File: config.mk
export PLATFORM = sky130hd
export DESIGN_NAME = axi_rr_bus_matrix
export DESIGN_NICKNAME = d
export VERILOG_FILES = /design/src/rtl/axi_rr_bus_matrix.sv
export SDC_FILE = /design/constraint.sdc
export NUM_CORES = 1
export LEC_CHECK = 0
export CAP_MARGIN = 15
export CELL_PAD_IN_SITES_DETAIL_PLACEMENT = 1
export CELL_PAD_IN_SITES_GLOBAL_PLACEMENT = 1
export CORE_AREA = 2 2 199 201
export DETAILED_ROUTE_END_ITERATION = 10
export DIE_AREA = 0 0 201 203
export PLACE_DENSITY_LB_ADDON = 0.1
export SYNTH_ARGS = -nofsm -noshare
export SYNTH_HDL_FRONTEND = slang
export SYNTH_SLANG_ARGS = --single-unit
File: constraint.sdc
create_clock -name clk -period 5.5 [get_ports clk]
set_input_delay 1.65 -clock clk [delete_from_list [all_inputs] [get_ports clk]]
set_output_delay 1.65 -clock clk [all_outputs]
set_load 0.02 [all_outputs]
File: src/rtl/axi_rr_bus_matrix.sv
// N-master to one-slave AXI-lite interconnect with independent round-robin read and write arbiters.
// Grant registered 1 cycle after request; a grant is held until its channel's response handshake completes.
module axi_rr_bus_matrix #(
   parameter int MASTER_NUM = 3,
   parameter int DATA_LEN   = 32,
   parameter int ADDR_LEN   = 32,
   parameter int STROB_LEN  = 4
) (
   input  logic                            clk,
   input  logic                            rst_n,
   input  logic [MASTER_NUM-1:0]           m_arvalid,
   output logic [MASTER_NUM-1:0]           m_arready,
   input  logic [MASTER_NUM*ADDR_LEN-1:0]  m_raddr,
   output logic [MASTER_NUM-1:0]           m_rvalid,
   input  logic [MASTER_NUM-1:0]           m_rready,
   output logic [2:0]                      m_rresp,
   output logic [DATA_LEN-1:0]             m_rdata,
   input  logic [MASTER_NUM-1:0]           m_awvalid,
   output logic [MASTER_NUM-1:0]           m_awready,
   input  logic [MASTER_NUM*ADDR_LEN-1:0]  m_waddr,
   input  logic [MASTER_NUM-1:0]           m_wvalid,
   output logic [MASTER_NUM-1:0]           m_wready,
   input  logic [MASTER_NUM*STROB_LEN-1:0] m_strob,
   input  logic [MASTER_NUM*DATA_LEN-1:0]  m_wdata,
   output logic [MASTER_NUM-1:0]           m_bvalid,
   input  logic [MASTER_NUM-1:0]           m_bready,
   output logic [2:0]                      m_bresp,
   output logic                            sram_arvalid,
   input  logic                            sram_arready,
   output logic [ADDR_LEN-1:0]             sram_raddr,
   input  logic                            sram_rvalid,
   output logic                            sram_rready,
   input  logic [2:0]                      sram_rresp,
   input  logic [DATA_LEN-1:0]             sram_rdata,
   output logic                            sram_awvalid,
   input  logic                            sram_awready,
   output logic [ADDR_LEN-1:0]             sram_waddr,
   output logic                            sram_wvalid,
   input  logic                            sram_wready,
   output logic [STROB_LEN-1:0]            sram_strob,
   output logic [DATA_LEN-1:0]             sram_wdata,
   input  logic                            sram_bvalid,
   output logic                            sram_bready,
   input  logic [2:0]                      sram_bresp
);

   localparam int IW = (MASTER_NUM > 1) ? $clog2(MASTER_NUM) : 1;
   typedef logic [MASTER_NUM-1:0] vec_t;
   typedef logic [IW-1:0]         idx_t;

   typedef enum logic [1:0] {R_IDLE, R_ADDR, R_DATA} r_state_t;
   typedef enum logic [1:0] {W_IDLE, W_REQ, W_RESP} w_state_t;

   // Scan from the highest offset down so the nearest requester at/after ptr wins.
   function automatic vec_t rr_pick(input vec_t req, input idx_t ptr);
      vec_t gnt;
      vec_t sh;
      int   idx;
      gnt = '0;
      for (int k = MASTER_NUM - 1; k >= 0; k--) begin
         idx = (int'(ptr) + k) % MASTER_NUM;
         sh  = req >> idx;
         if (sh[0]) gnt = vec_t'(1) << idx;
      end
      return gnt;
   endfunction

   function automatic idx_t onehot_idx(input vec_t g);
      idx_t idx;
      idx = '0;
      for (int i = 0; i < MASTER_NUM; i++) begin
         if (g[i]) idx = idx_t'(i);
      end
      return idx;
   endfunction

   function automatic idx_t next_ptr(input idx_t i);
      return (i == idx_t'(MASTER_NUM - 1)) ? '0 : i + idx_t'(1);
   endfunction

   r_state_t r_state_q, r_state_d;
   vec_t     r_gnt_q, r_gnt_d;
   idx_t     r_ptr_q, r_ptr_d;

   w_state_t w_state_q, w_state_d;
   vec_t     w_gnt_q, w_gnt_d;
   idx_t     w_ptr_q, w_ptr_d;
   logic     aw_done_q, aw_done_d;
   logic     w_done_q, w_done_d;

   always_ff @(posedge clk or negedge rst_n) begin
      if (!rst_n) begin
         r_state_q <= R_IDLE;
         r_gnt_q   <= '0;
         r_ptr_q   <= '0;
      end else begin
         r_state_q <= r_state_d;
         r_gnt_q   <= r_gnt_d;
         r_ptr_q   <= r_ptr_d;
      end
   end

   always_comb begin
      r_state_d = r_state_q;
      r_gnt_d   = r_gnt_q;
      r_ptr_d   = r_ptr_q;
      case (r_state_q)
         R_IDLE: if (|m_arvalid) begin
            r_gnt_d   = rr_pick(m_arvalid, r_ptr_q);
            r_state_d = R_ADDR;
         end
         R_ADDR: if (sram_arvalid && sram_arready) r_state_d = R_DATA;
         R_DATA: if (sram_rvalid && sram_rready) begin
            r_ptr_d   = next_ptr(onehot_idx(r_gnt_q));
            r_gnt_d   = '0;
            r_state_d = R_IDLE;
         end
         default: r_state_d = R_IDLE;
      endcase
   end

   always_comb begin
      sram_raddr = '0;
      for (int i = 0; i < MASTER_NUM; i++) begin
         if (r_gnt_q[i]) sram_raddr = m_raddr[i*ADDR_LEN +: ADDR_LEN];
      end
      sram_arvalid = (r_state_q == R_ADDR) && (|(m_arvalid & r_gnt_q));
      m_arready    = (r_state_q == R_ADDR) ? (r_gnt_q & {MASTER_NUM{sram_arready}}) : '0;
      sram_rready  = (r_state_q == R_DATA) && (|(m_rready & r_gnt_q));
      m_rvalid     = (r_state_q == R_DATA) ? (r_gnt_q & {MASTER_NUM{sram_rvalid}}) : '0;
   end

   assign m_rdata = sram_rdata;
   assign m_rresp = sram_rresp;
   assign m_bresp = sram_bresp;

   always_ff @(posedge clk or negedge rst_n) begin
      if (!rst_n) begin
         w_state_q <= W_IDLE;
         w_gnt_q   <= '0;
         w_ptr_q   <= '0;
         aw_done_q <= 1'b0;
         w_done_q  <= 1'b0;
      end else begin
         w_state_q <= w_state_d;
         w_gnt_q   <= w_gnt_d;
         w_ptr_q   <= w_ptr_d;
         aw_done_q <= aw_done_d;
         w_done_q  <= w_done_d;
      end
   end

   // aw and w may complete in either order; the response phase waits for both.
   always_comb begin
      w_state_d = w_state_q;
      w_gnt_d   = w_gnt_q;
      w_ptr_d   = w_ptr_q;
      aw_done_d = aw_done_q;
      w_done_d  = w_done_q;
      case (w_state_q)
         W_IDLE: if (|(m_awvalid | m_wvalid)) begin
            w_gnt_d   = rr_pick(m_awvalid | m_wvalid, w_ptr_q);
            w_state_d = W_REQ;
         end
         W_REQ: begin
            aw_done_d = aw_done_q | (sram_awvalid & sram_awready);
            w_done_d  = w_done_q | (sram_wvalid & sram_wready);
            if (aw_done_d && w_done_d) w_state_d = W_RESP;
         end
         W_RESP: if (sram_bvalid && sram_bready) begin
            w_ptr_d   = next_ptr(onehot_idx(w_gnt_q));
            w_gnt_d   = '0;
            aw_done_d = 1'b0;
            w_done_d  = 1'b0;
            w_state_d = W_IDLE;
         end
         default: w_state_d = W_IDLE;
      endcase
   end

   always_comb begin
      sram_waddr = '0;
      sram_wdata = '0;
      sram_strob = '0;
      for (int i = 0; i < MASTER_NUM; i++) begin
         if (w_gnt_q[i]) begin
            sram_waddr = m_waddr[i*ADDR_LEN +: ADDR_LEN];
            sram_wdata = m_wdata[i*DATA_LEN +: DATA_LEN];
            sram_strob = m_strob[i*STROB_LEN +: STROB_LEN];
         end
      end
      sram_awvalid = (w_state_q == W_REQ) && !aw_done_q && (|(m_awvalid & w_gnt_q));
      sram_wvalid  = (w_state_q == W_REQ) && !w_done_q && (|(m_wvalid & w_gnt_q));
      m_awready    = ((w_state_q == W_REQ) && !aw_done_q) ? (w_gnt_q & {MASTER_NUM{sram_awready}}) : '0;
      m_wready     = ((w_state_q == W_REQ) && !w_done_q) ? (w_gnt_q & {MASTER_NUM{sram_wready}}) : '0;
      sram_bready  = (w_state_q == W_RESP) && (|(m_bready & w_gnt_q));
      m_bvalid     = (w_state_q == W_RESP) ? (w_gnt_q & {MASTER_NUM{sram_bvalid}}) : '0;
   end

endmodule

==> results of run 1 <==
power by group through the flow:
stage	clock network, mW	registers (mW)	logic (mW)
6_report	0.162	0.342	3.14
5_1_grt	0.173	0.365	3.41
4_1_cts	0.168	0.349	3.22
3_5_place_dp	0	0.351	3.21
3_3_place_gp	0	0.354	3.22
2_1_floorplan	0	0.220	1.75
area by class of cell:
| cell class | instances | area, um2 |
|---|---|---|
| fillers | 4666 | 29830 |
| repair buffers | 461 | 4577 |
| multi-input cells | 471 | 2848 |
| well taps | 518 | 648.1 |
| flip-flops and latches | 16 | 406.6 |
| clock buffers | 4 | 88.84 |
| inverters | 12 | 58.81 |
| diodes | 3 | 7.507 |
logic make-up after synthesis:
logic type / after synthesis
AO/OA/AOI/OAI: 246
adder cells (fa/ha/maj): 19
buffers and inverters: 102
flip-flops: 16
multiplexers: 6
AND/OR/NAND/NOR: 200
worst paths after layout:
check                                     to  depth (start not counted)
worst max-delay path            sram_arvalid                          5
worst min-delay path            w_state_q[0]                          1
worst max register to register    w_gnt_q[1]                          9
worst min register to register  w_state_q[0]                          1
max in group asynchronous         w_gnt_q[2]                          1
min in group asynchronous         w_gnt_q[0]                          1
critical path: cells and delay by family:
family | cells | cell delay (ns)
compound gates | 1 | 0.16
simple gates | 1 | 0.23
buf+inv | 3 | 1.47
registers in the layout, summed over array words and instances, names as in the netlist:
register   count
r_gnt_q        3
w_gnt_q        3
r_ptr_q        2
r_state_q      2
w_ptr_q        2
w_state_q      2
aw_done_q      1
w_done_q       1
through the flow:
stage | instances | hold slack [ns] | utilization (%) | worst slack (ns)
final | 1485 | 0.5574 | 22.45 | 0.3409
after global routing | 1482 | 0.5895 | 22.43 | 0.2461
after CTS | 1482 | 0.5625 | 22.43 | 0.3217
after detailed placement | 1478 | 0.5467 | 22.20 | 0.3407
after global placement | 1478 | 0.5478 | 22.20 | 0.2901
after floorplan | 589 | 0.4949 | - | 1.527
synthesized netlist by cell type, drive strengths merged (3+ instances only):
| master | n |
|---|---|
| a222oi | 4 |
| inv | 11 |
| a211oi | 5 |
| a21oi | 5 |
| mux2i | 5 |
| nor2 | 24 |
| clkbuf | 35 |
| nor2b | 6 |
| o31ai | 6 |
| buf | 55 |
| dfrtp | 16 |
| a22oi | 99 |
| ha | 19 |
| nand2b | 9 |
| and2 | 9 |
| nor3 | 9 |
| nand3 | 6 |
| nand2 | 119 |
| nor3b | 4 |
| a21o | 4 |
| o21ai | 106 |
| o22ai | 3 |
| and3 | 6 |
routing by layer:
| layer | global-route usage, % | wire (um) |
|---|---|---|
| met5 | 0 | 60 |
| met4 | 1.852 | 199 |
| met3 | 5.602 | 3110 |
| met2 | 25.72 | 15010 |
| met1 | 16.04 | 12170 |
==> run_summary.xml, run 1 <==
<?xml version="1.0" encoding="UTF-8"?>
<metrics>
  <group name="outcome">
    <metric name="outcome" unit="">finished, final reports clean</metric>
  </group>
  <group name="routing">
    <metric name="routed_wire_length_per_instance" unit="um">20.57</metric>
    <metric name="vias" unit="">5937</metric>
    <metric name="drt_first_iter_violations" unit="">202</metric>
    <metric name="final_antenna_net_count" unit="">0</metric>
    <metric name="drtPass1Iterations" unit="">4</metric>
    <metric name="wl" unit="um">30550</metric>
    <metric name="drt_drc_violations_left" unit="">0</metric>
    <metric name="drt-vias-per-instance" unit="">3.998</metric>
  </group>
  <group name="die">
    <metric name="io-pin-count" unit="">518</metric>
    <metric name="initial_core_util" unit="%">9.885</metric>
    <metric name="die-width" unit="um">201</metric>
    <metric name="core-area" unit="mm2">0.03847</metric>
    <metric name="die-area" unit="mm2">0.04080</metric>
    <metric name="num_rows" unit="">72</metric>
    <metric name="die_height" unit="um">203</metric>
  </group>
  <group name="final_layout">
    <metric name="post_route_cells_drive_above_1_share" unit="%">4.357</metric>
    <metric name="mostFrequentLayoutCells" unit="">sky130_fd_sc_hd__clkdlybuf4s50_1 (441), sky130_fd_sc_hd__nand2_1 (118), sky130_fd_sc_hd__a22oi_1 (99), sky130_fd_sc_hd__o21ai_0 (93), sky130_fd_sc_hd__nor2_1 (24)</metric>
    <metric name="finish.instance_area" unit="mm2">0.008635</metric>
    <metric name="area_delta_synth_final" unit="%">127.1</metric>
    <metric name="layout.nets" unit="">1344</metric>
    <metric name="mostFrequentLayoutCell" unit="">sky130_fd_sc_hd__clkdlybuf4s50_1</metric>
  </group>
  <group name="min_path">
    <metric name="hold_path_class" unit="">reg -&gt; reg</metric>
    <metric name="holdCritStartpoint" unit="">w_state_q[1]</metric>
  </group>
  <group name="sta">
    <metric name="max_freq" unit="MHz">193.8</metric>
    <metric name="rsz0062_at_grt" unit="">no</metric>
    <metric name="timing.max_slew.rel_slack" unit="%">43.80</metric>
    <metric name="fin_skew" unit="ns">0.0007155</metric>
    <metric name="worst_pin_slew" unit="ns">0.8431</metric>
    <metric name="final_max_slew_viol_count" unit="">0</metric>
    <metric name="final.setup.tns" unit="ns">0</metric>
    <metric name="final_hold_viol_count" unit="">0</metric>
    <metric name="finalCriticalPeriod" unit="ns">5.159</metric>
    <metric name="setup_violations" unit="">0</metric>
    <metric name="post-route-period-util" unit="%">93.80</metric>
  </group>
  <group name="synthesis">
    <metric name="synth-edff-count" unit="">0</metric>
    <metric name="yosysWarningCount" unit="">0</metric>
    <metric name="multiplexer_fraction_of_the_synthesized_cell_area" unit="%">1.711</metric>
    <metric name="yosys.area_share.xor_xnor" unit="%">0</metric>
    <metric name="syn_inst" unit="">589</metric>
    <metric name="syn_area" unit="mm2">0.003802</metric>
    <metric name="synth_largest_type_area_fraction" unit="%">19.55</metric>
    <metric name="ys_async_sr_fraction" unit="%">100.0</metric>
    <metric name="synth_seq_cells" unit="">16</metric>
    <metric name="synth.largest_area_cell" unit="">sky130_fd_sc_hd__a22oi_1</metric>
    <metric name="netlist_top_cells_area" unit="">sky130_fd_sc_hd__a22oi_1 (20%), sky130_fd_sc_hd__o21ai_0 (12%), sky130_fd_sc_hd__nand2_1 (12%)</metric>
    <metric name="yosys_most_used_dff" unit="">sky130_fd_sc_hd__dfrtp_1</metric>
    <metric name="synthesis.area_per_instance" unit="um2">6.456</metric>
    <metric name="synth_compound_area_share" unit="%">42.71</metric>
    <metric name="synth-adder-area-share" unit="%">6.252</metric>
    <metric name="combinational_family_with_the_most_area_after_synthesis" unit="">compound AO/OA/AOI/OAI gates</metric>
    <metric name="synth_cell_types" unit="">54</metric>
    <metric name="synthSimpleGateAreaFrac" unit="%">23.96</metric>
    <metric name="synth.net_count" unit="">968</metric>
    <metric name="seq_area_frac_synth" unit="%">10.53</metric>
  </group>
  <group name="setup_path">
    <metric name="worstSetupPathType" unit="">in -&gt; out</metric>
    <metric name="internal_reg_to_reg_setup_slack" unit="ns">2.73</metric>
    <metric name="crit_start" unit="">m_arvalid[2]</metric>
    <metric name="timing.critical_path.arrival" unit="ns">3.51</metric>
    <metric name="timing.critical_path.from_type" unit="">input port</metric>
    <metric name="reg2reg_from" unit="">w_ptr_q[1]</metric>
    <metric name="worst_setup_path_end_kind" unit="">output pin</metric>
    <metric name="timing.critical_path.fanout_max" unit="">5</metric>
    <metric name="max_stage_delay" unit="ns">0.68</metric>
    <metric name="critical_path.cell_chain" unit="">clkdlybuf4s50_1 -&gt; a222oi_1 -&gt; buf_4 -&gt; nor3b_1 -&gt; clkdlybuf4s50_1</metric>
    <metric name="crit_top_cell" unit="">sky130_fd_sc_hd__clkdlybuf4s50_1</metric>
    <metric name="critical_path.slowest_cell" unit="">sky130_fd_sc_hd__clkdlybuf4s50_1</metric>
    <metric name="cp.required" unit="ns">3.85</metric>
  </group>
  <group name="pwr">
    <metric name="power.density_cell_area" unit="mW/mm2">421.6</metric>
    <metric name="power.share.sequential" unit="%">9.4</metric>
    <metric name="switching_share" unit="%">53.12</metric>
    <metric name="totalPowerFinal" unit="mW">3.640</metric>
    <metric name="combPwrFrac" unit="%">86.2</metric>
    <metric name="ir_drop" unit="uV">129.3</metric>
    <metric name="p_clk_share" unit="%">4.4</metric>
    <metric name="netSwitchingPower" unit="mW">1.933</metric>
    <metric name="total_leakage_power" unit="nW">3.037</metric>
    <metric name="internal_power" unit="mW">1.707</metric>
  </group>
  <group name="grt">
    <metric name="grt_pass1_vias" unit="">6420</metric>
    <metric name="grt_antenna_before_repair" unit="">5</metric>
    <metric name="overflow" unit="">0</metric>
    <metric name="maximum_number_of_pins_on_one_net_before_global_route_repair" unit="">81</metric>
    <metric name="grt_first_pass_wirelength" unit="um">43750</metric>
    <metric name="grt_util_all_layers" unit="%">14.20</metric>
  </group>
  <group name="clock_network">
    <metric name="cts-buffers-inserted" unit="">3</metric>
    <metric name="tritoncts" unit="">yes</metric>
    <metric name="clock-sinks" unit="">16</metric>
    <metric name="ctsHtreeMaxLevel" unit="">1</metric>
    <metric name="post_cts_resized" unit="">0</metric>
    <metric name="post_cts_buffers" unit="">0</metric>
    <metric name="holdBufCountCts" unit="">0</metric>
    <metric name="clkTransAtPathRegs" unit="ns">0.05</metric>
    <metric name="cts-root-to-sink-buffers" unit="">2</metric>
    <metric name="cts-root-buf" unit="">sky130_fd_sc_hd__clkbuf_16</metric>
    <metric name="clk-insertion-delay-late" unit="ns">0.25</metric>
  </group>
  <group name="place">
    <metric name="dpl.hpwl" unit="um">26390</metric>
    <metric name="buffer_ports.inserted" unit="">441</metric>
    <metric name="gp_routability_congestion" unit="">0.7642</metric>
    <metric name="postPlaceCellArea" unit="mm2">0.008538</metric>
  </group>
  <group name="run">
    <metric name="number_of_max_cap_violations" unit="">0</metric>
  </group>
</metrics>
(Power assumes the default switching activity.)
==> run 2: changes to the inputs <==
MAX_ROUTING_LAYER = met4   (was unset)
SKIP_LAST_GASP = 1   (was unset)
==> run 2 against run 1 <==
Compared with the run above: sequential power hardly changed; sequential cell count unchanged; core utilization about the same; die area unchanged; setup slack barely moved; non-clock buffer count unchanged; cell count up 0.13%; count of clock-buffer cells in the layout unchanged; largest power group unchanged; highest routed layer is now met4.
==> run_summary.xml, run 2 (same netlist as run 1, synthesis figures left out) <==
<?xml version="1.0" encoding="UTF-8"?>
<metrics>
  <group name="routing">
    <metric name="drt_drc_violations_left" unit="">0</metric>
    <metric name="routed_wire_length_per_instance" unit="um">20.52</metric>
    <metric name="drt_first_iter_violations" unit="">219</metric>
    <metric name="vias" unit="">5922</metric>
    <metric name="drtPass1Iterations" unit="">4</metric>
    <metric name="final_antenna_net_count" unit="">0</metric>
    <metric name="drt-vias-per-instance" unit="">3.983</metric>
    <metric name="wl" unit="um">30510</metric>
  </group>
  <group name="sta">
    <metric name="fin_skew" unit="ns">0.0007134</metric>
    <metric name="final_hold_viol_count" unit="">0</metric>
    <metric name="final_max_slew_viol_count" unit="">0</metric>
    <metric name="timing.max_slew.rel_slack" unit="%">43.79</metric>
    <metric name="rsz0062_at_grt" unit="">no</metric>
    <metric name="max_freq" unit="MHz">193.8</metric>
    <metric name="post-route-period-util" unit="%">93.80</metric>
    <metric name="finalCriticalPeriod" unit="ns">5.159</metric>
    <metric name="worst_pin_slew" unit="ns">0.8432</metric>
    <metric name="final.setup.tns" unit="ns">0</metric>
    <metric name="setup_violations" unit="">0</metric>
    <metric name="final.setup.worst_slack" unit="ns">0.3412</metric>
  </group>
  <group name="clock_network">
    <metric name="post_cts_resized" unit="">0</metric>
    <metric name="tritoncts" unit="">yes</metric>
    <metric name="post_cts_buffers" unit="">0</metric>
    <metric name="clock-sinks" unit="">16</metric>
    <metric name="clk-insertion-delay-late" unit="ns">0.25</metric>
    <metric name="holdBufCountCts" unit="">0</metric>
    <metric name="ctsHtreeMaxLevel" unit="">1</metric>
    <metric name="cts-root-to-sink-buffers" unit="">2</metric>
    <metric name="cts-buffers-inserted" unit="">3</metric>
    <metric name="clkTransAtPathRegs" unit="ns">0.05</metric>
    <metric name="cts-root-buf" unit="">sky130_fd_sc_hd__clkbuf_16</metric>
  </group>
  <group name="die">
    <metric name="io-pin-count" unit="">518</metric>
    <metric name="initial_core_util" unit="%">9.885</metric>
    <metric name="die-width" unit="um">201</metric>
    <metric name="die-area" unit="mm2">0.04080</metric>
    <metric name="die_height" unit="um">203</metric>
    <metric name="core-area" unit="mm2">0.03847</metric>
    <metric name="num_rows" unit="">72</metric>
  </group>
  <group name="grt">
    <metric name="grt.met2_usage" unit="%">25.57</metric>
    <metric name="grt_first_pass_wirelength" unit="um">43640</metric>
    <metric name="overflow" unit="">0</metric>
    <metric name="grt_util_all_layers" unit="%">14.62</metric>
    <metric name="grt_pass1_vias" unit="">6469</metric>
    <metric name="grt_antenna_before_repair" unit="">5</metric>
    <metric name="busiest_metal_layer_after_global_routing" unit="">met2</metric>
    <metric name="grt_util_met3" unit="%">4.719</metric>
    <metric name="global_route.usage.met1" unit="%">16.69</metric>
    <metric name="maximum_number_of_pins_on_one_net_before_global_route_repair" unit="">81</metric>
  </group>
  <group name="place">
    <metric name="place_ws" unit="ns">0.3407</metric>
    <metric name="postPlaceCellArea" unit="mm2">0.008538</metric>
    <metric name="dpl.hpwl" unit="um">26390</metric>
    <metric name="gp_routability_congestion" unit="">0.7744</metric>
    <metric name="buffer_ports.inserted" unit="">441</metric>
  </group>
  <group name="setup_path">
    <metric name="critical_path.slowest_cell" unit="">sky130_fd_sc_hd__clkdlybuf4s50_1</metric>
    <metric name="timing.critical_path.from_type" unit="">input port</metric>
    <metric name="cell_type_group_with_the_largest_total_delay_on_the_critical_path" unit="">buffers and inverters</metric>
    <metric name="critical_path.cell_chain" unit="">clkdlybuf4s50_1 -&gt; a222oi_1 -&gt; buf_4 -&gt; nor3b_1 -&gt; clkdlybuf4s50_1</metric>
    <metric name="timing.critical_path.arrival" unit="ns">3.51</metric>
    <metric name="worstSetupPathType" unit="">in -&gt; out</metric>
    <metric name="max_stage_delay" unit="ns">0.68</metric>
    <metric name="crit_top_cell" unit="">sky130_fd_sc_hd__clkdlybuf4s50_1</metric>
    <metric name="timing.critical_path.fanout_max" unit="">5</metric>
    <metric name="cp.required" unit="ns">3.85</metric>
    <metric name="worst_setup_path_end_kind" unit="">output pin</metric>
    <metric name="crit_buf_inv" unit="">3</metric>
  </group>
  <group name="min_path">
    <metric name="hold_path_class" unit="">reg -&gt; reg</metric>
  </group>
  <group name="run">
    <metric name="number_of_max_cap_violations" unit="">0</metric>
  </group>
  <group name="final_layout">
    <metric name="mostFrequentLayoutCell" unit="">sky130_fd_sc_hd__clkdlybuf4s50_1</metric>
    <metric name="finish.utilization" unit="%">22.46</metric>
    <metric name="area_delta_synth_final" unit="%">127.2</metric>
    <metric name="mostFrequentLayoutCells" unit="">sky130_fd_sc_hd__clkdlybuf4s50_1 (441), sky130_fd_sc_hd__nand2_1 (118), sky130_fd_sc_hd__a22oi_1 (99), sky130_fd_sc_hd__o21ai_0 (93), sky130_fd_sc_hd__nor2_1 (24)</metric>
    <metric name="layout.nets" unit="">1344</metric>
    <metric name="finish.instance_area" unit="mm2">0.008640</metric>
    <metric name="biggestRegsByFlops" unit="">r_gnt_q: 3 flops, w_gnt_q: 3 flops</metric>
    <metric name="post_route_cells_drive_above_1_share" unit="%">4.357</metric>
  </group>
  <group name="outcome">
    <metric name="outcome" unit="">finished, final reports clean</metric>
  </group>
  <group name="pwr">
    <metric name="power.density_cell_area" unit="mW/mm2">421.3</metric>
    <metric name="ir_drop" unit="uV">129.4</metric>
    <metric name="total_leakage_power" unit="nW">3.037</metric>
  </group>
</metrics>
## run 2: cell count changes in the layout (fill, tap and decap cells not counted), sizes merged
cell / previous run / this run
diode: 3 / 5
## run 2: area by class of cell
type / count / area, um2
Fill cell: 4672 / 29830
Timing Repair Buffer: 461 / 4577
Multi-Input combinational cell: 471 / 2848
Tap cell: 518 / 648.1
Sequential cell: 16 / 406.6
Clock buffer: 4 / 88.84
Inverter: 12 / 58.81
Antenna cell: 5 / 12.51
## run 2: per-layer routing
layer  share of wire [%]  wire length (um)
met3                 8.9              2701
met4                0.65               199
met1                  42             12670
met5                   0                 0
met2                  49             14940
## run 2: path summary, 6_finish.rpt
kind / startpoint / to / slack [ns] / cells past startpoint
setup / recovery: m_arvalid[2] / sram_arvalid / 0.34 / 5
hold / removal: w_state_q[1] / w_state_q[0] / 0.56 / 1
setup reg to reg: w_ptr_q[1] / w_gnt_q[1] / 2.74 / 9
hold reg to reg: w_state_q[1] / w_state_q[0] / 0.56 / 1
max in group asynchronous: rst_n / w_gnt_q[2] / 3.06 / 1
min in group asynchronous: rst_n / w_gnt_q[0] / 1.86 / 1
## run 2: power breakdown
part	total, mW	switching (mW)	internal (mW)
logic	3.14	1.71	1.42
registers	0.341	0.170	0.171
clock network	0.162	0.0509	0.111
## run 2: metrics by stage
step                hold slack, ns  total power [mW]  std cells
CTS                         0.5625             3.734       1482
floorplan                   0.4949             1.973        589
detailed placement          0.5467             3.557       1478
global route                0.5895             3.953       1487
global placement            0.5478             3.572       1478
finish                      0.5571             3.640       1487
